[src/rtl/stopwatch_ctrl.sv]
// Stopwatch control: synchronise/debounce buttons, IDLE/RUN/PAUSE sequencing, counter enable/clear.
// Optional LAP_HOLD_EN adds btn_lap/lap_hold for a frozen-display lap mode.
//
// state    | meaning
// ---------+-----------------------------------------------
// ST_IDLE  | counter stopped and cleared, waiting for start
// ST_RUN   | counter enabled
// ST_PAUSE | counter stopped, value retained
// (2'b11)  | illegal, returns to ST_IDLE on the next edge
module stopwatch_ctrl #(
    parameter int DB_CYCLES = 16,
    parameter int DB_W      = 5
) (
    input  logic       clk,
    input  logic       nrst,
    input  logic       btn_start_stop,
    input  logic       btn_clear,
`ifdef LAP_HOLD_EN
    input  logic       btn_lap,
    output logic       lap_hold,
`endif
    output logic       enable,
    output logic       clear,
    output logic [1:0] state
);

`ifdef LAP_HOLD_EN
    localparam int NB = 3;
`else
    localparam int NB = 2;
`endif

    typedef enum logic [1:0] {
        ST_IDLE  = 2'b00,
        ST_RUN   = 2'b01,
        ST_PAUSE = 2'b10
    } state_t;

    logic [NB-1:0]            btn_raw;
    logic [NB-1:0]            s1_q, s1_d, s2_q, s2_d;
    logic [NB-1:0]            level_q, level_d, level_dly_q, level_dly_d;
    logic [NB-1:0][DB_W-1:0]  cnt_q, cnt_d;
    logic [NB-1:0]            press;
    logic                     ss_press, clr_press, lap_press;

    state_t                   state_q, state_d;
    logic                     enable_q, enable_d;
    logic                     clear_q, clear_d;
    logic                     lap_hold_q, lap_hold_d;

`ifdef LAP_HOLD_EN
    assign btn_raw   = {btn_lap, btn_clear, btn_start_stop};
    assign lap_press = press[2];
`else
    assign btn_raw   = {btn_clear, btn_start_stop};
    assign lap_press = 1'b0;
`endif
    assign ss_press  = press[0];
    assign clr_press = press[1];

    // Debounce: level only flips after DB_CYCLES consecutive mismatching samples.
    always_comb begin
        s1_d        = btn_raw;
        s2_d        = s1_q;
        level_dly_d = level_q;
        level_d     = level_q;
        cnt_d       = cnt_q;
        for (int b = 0; b < NB; b++) begin
            if (s2_q[b] == level_q[b]) begin
                cnt_d[b] = '0;
            end else if (cnt_q[b] == DB_W'(DB_CYCLES - 1)) begin
                level_d[b] = s2_q[b];
                cnt_d[b]   = '0;
            end else begin
                cnt_d[b] = cnt_q[b] + DB_W'(1);
            end
        end
        press = level_q & ~level_dly_q;
    end

    always_comb begin
        state_d    = state_q;
        clear_d    = 1'b0;
        lap_hold_d = lap_hold_q;
        case (state_q)
            ST_IDLE, ST_RUN, ST_PAUSE: begin
                if (clr_press) begin
                    state_d    = ST_IDLE;
                    clear_d    = 1'b1;
                    lap_hold_d = 1'b0;
                end else begin
                    if (ss_press) begin
                        state_d = (state_q == ST_RUN) ? ST_PAUSE : ST_RUN;
                    end
                    if (lap_press) begin
                        lap_hold_d = (state_q == ST_RUN) ? ~lap_hold_q : 1'b0;
                    end
                end
            end
            default: begin
                state_d    = ST_IDLE;
                lap_hold_d = 1'b0;
            end
        endcase
        enable_d = (state_d == ST_RUN);
    end

    always_ff @(posedge clk or negedge nrst) begin
        if (!nrst) begin
            s1_q        <= '0;
            s2_q        <= '0;
            level_q     <= '0;
            level_dly_q <= '0;
            cnt_q       <= '0;
            state_q     <= ST_IDLE;
            enable_q    <= 1'b0;
            clear_q     <= 1'b0;
            lap_hold_q  <= 1'b0;
        end else begin
            s1_q        <= s1_d;
            s2_q        <= s2_d;
            level_q     <= level_d;
            level_dly_q <= level_dly_d;
            cnt_q       <= cnt_d;
            state_q     <= state_d;
            enable_q    <= enable_d;
            clear_q     <= clear_d;
            lap_hold_q  <= lap_hold_d;
        end
    end

    assign enable = enable_q;
    assign clear  = clear_q;
    assign state  = state_q;
`ifdef LAP_HOLD_EN
    assign lap_hold = lap_hold_q;
`endif

endmodule

[config.mk]
export PLATFORM = sky130hd
export DESIGN_NAME = stopwatch_ctrl
export DESIGN_NICKNAME = d
export VERILOG_FILES = /design/src/rtl/stopwatch_ctrl.sv
export SDC_FILE = /design/constraint.sdc
export NUM_CORES = 1
export LEC_CHECK = 0
export CORE_ASPECT_RATIO = 1.25
export CORE_MARGIN = 1
export CORE_UTILIZATION = 45
export DETAILED_ROUTE_END_ITERATION = 7
export DONT_BUFFER_PORTS = 1
export PLACE_DENSITY_LB_ADDON = 0.1
export SKIP_CTS_REPAIR_TIMING = 1
export SLEW_MARGIN = 5
export SYNTH_ARGS = -nofsm -noshare
export SYNTH_HDL_FRONTEND = slang
export SYNTH_SLANG_ARGS = --single-unit
[constraint.sdc]
create_clock -name clk -period 1.2 [get_ports clk]
set_clock_uncertainty 0.1 [all_clocks]
set_input_delay 0.24 -clock clk [delete_from_list [all_inputs] [get_ports clk]]
set_output_delay 0.24 -clock clk [all_outputs]
set_load 0.02 [all_outputs]
==> flow_summary.ini <==
[job]
drv_cap = 0

[cts]
clk_pin_slew_worst_paths_ns = 0.12
clk_latency_ns = 0.31
cts_max_level = 1
cts-root-buf = clkbuf_4
cts_sinks = 22
cts_max_path_buffers = 2
cts_inserted_buffers = 3
cts_tree = built

[detailed_routing]
ant_nets = 0
routedWlPerCell_um = 11.6
vias = 479
wl_um = 1110
firstDrtPassIters = 1
via_per_inst = 5.04
drt_iter0_markers = 0
drc_errors = 0

[global_route]
grt_pass1_vias = 465
grtUsageMet3_pct = 2.70
gr-max-usage-layer = met1
antenna_found_initial = 0
use_met1_pct = 20.7
grt_max_degree = 23
track_usage_pct = 15.1
grt_use_met2_pct = 20.2
overflow = 0
grt_pass1_wl_um = 1970

[layout]
final_nets = 84
design_area_um2 = 1050
drive_above_1_share_pct = 35.1
antennaDiodeCount = 0
syn_to_final_growth_pct = 28.2
utilization_pct = 64.5

[setup_path]
cp-endpoint = level_dly_d[1]
reg2reg_to = level_dly_d[1]
endpoint_kind = flop
r2r_cells = 4
cp_max_fo = 3
worstSetupStartpoint = cnt_q[6]
critPathRequiredTime_ns = 1.31
critPathLaunchType = flop
cp.arrival_ns = 1.37
regToRegSetupSlack_ns = -0.06
r2r-start = cnt_q[6]
crit_type = reg -> reg

[place]
dp_hpwl_um = 735
dp_slack_ns = -0.0613
io_buffers = 0
dpl_cell_area_um2 = 926
globalplace.congestion = 0.746

[timing]
setup_violations = 2
fmaxAchievable_mhz = 792
fin_crit_sh_pct = 105
period_minus_slack_ns = 1.26
setup_ws_ns = -0.0632
grt_setup_unrepaired = true
drv_slew = 0
tightest_slew_ns = 0.263
max-slew-margin-rel_pct = 82.4
hold_violations = 22
holdWs_ns = -0.496

[synth]
async_flop_share_pct = 100
synth_top_area_cell = dfrtp_1
synth.net_count = 67
syn_avg_cell_area_um2 = 13.4
netlist_top_cells_count = dfrtp_1 (22), nor2_1 (9), xor2_1 (6)
ys_seq_area_share_pct = 67.5
synth_top_area_share_pct = 67.5
yosys_register_bits = 22
ys.flop_type = dfrtp_1
syn_inst = 61
netlist_top_cells_area = dfrtp_1 (67%), xor2_1 (6.4%), nor2_1 (4.1%)
ys_types = 16
syn_area_um2 = 816
ys_warn_count = 0
yosysMostFrequentCell = dfrtp_1
synth_enable_flop_cells = 0

[min_path]
hp-class = in -> async

[power]
ir_drop_mv = 0.726
power_leakage_nw = 0.530
powerDensity_nw_per_um2 = 1200

[status]
violations = hold timing, setup timing
status = finished, violations left

[die]
die_area_um2 = 1990
die_y_um = 49.6
start_util_pct = 50.3
num_rows = 16
die_w_um = 40.1
ios = 8
core_um2 = 1620
==> critical path: stages (launching register included) <==
cell	delay [ns]
dfrtp_1	0.41
ha_4	0.16
nand3_4	0.09
nor2_4	0.10
mux2_4	0.29
==> cell families after synthesis <==
group | synth area share, %
AND/OR/NAND/NOR | 14.6
AO/OA/AOI/OAI | 2.15
multiplexers | 5.83
XOR/XNOR | 6.44
adder cells (fa/ha/maj) | 3.07
buffers and inverters | 0.460
flip-flops | 67.5
==> report_power, final <==
group,internal [W],switching (W)
clock network,0.000185,0.000214
registers,0.000766,0.0000207
logic,0.0000451,0.0000273
total,0.000997,0.000262
==> per-stage QoR <==
step           setup TNS [ns]  instances  total power (W)
5_1_grt                -0.453         95          0.00132
6_report              -0.0955         95          0.00126
2_1_floorplan          -0.100         61         0.000829
3_3_place_gp          -0.0923         87         0.000855
3_5_place_dp           -0.149         87         0.000856
4_1_cts                -0.336         91          0.00127
==> cell usage in the layout, fill, tap and decap left out, types with 3 or more instances in the layout <==
cell      instances
nor2_1            7
buf_4             8
clkbuf_4          3
dfrtp_1          22
and2_1            3
xor2_1            4
mux2_4            3
==> sequential cells by signal (all words and copies together), names as in the netlist <==
signal,cells
cnt_q,10
s1_q,2
level_dly_q,2
enable,1
s2_q,2
state,2
clear,1
level_dly_d,2
==> metal layers <==
layer,vias up,share of wire [%]
met4,0,4.3
met3,5,2.8
li1,233,-
met2,11,48
met1,230,45
met5,-,0
==> worst min path at each step <==
stage | startpoint | endpoint | slack (ns) | cells past startpoint
after detailed placement | nrst | level_dly_q[0] | -0.16 | 0
final | nrst | s1_q[1] | -0.50 | 0
after global routing | nrst | state[0] | -0.52 | 0
after floorplan | nrst | clear | -0.16 | 0
after global placement | nrst | level_dly_q[0] | -0.16 | 0
after CTS | nrst | state[0] | -0.51 | 0
==> cell type report <==
cell class / count / area (µm²)
fillers: 127 / 576
flip-flops and latches: 22 / 551
multi-input cells: 38 / 330
repair buffers: 12 / 103
clock buffers: 4 / 36.3
well taps: 18 / 22.5
inverters: 1 / 3.75
Note: power is estimated with default switching activity, not from simulation.
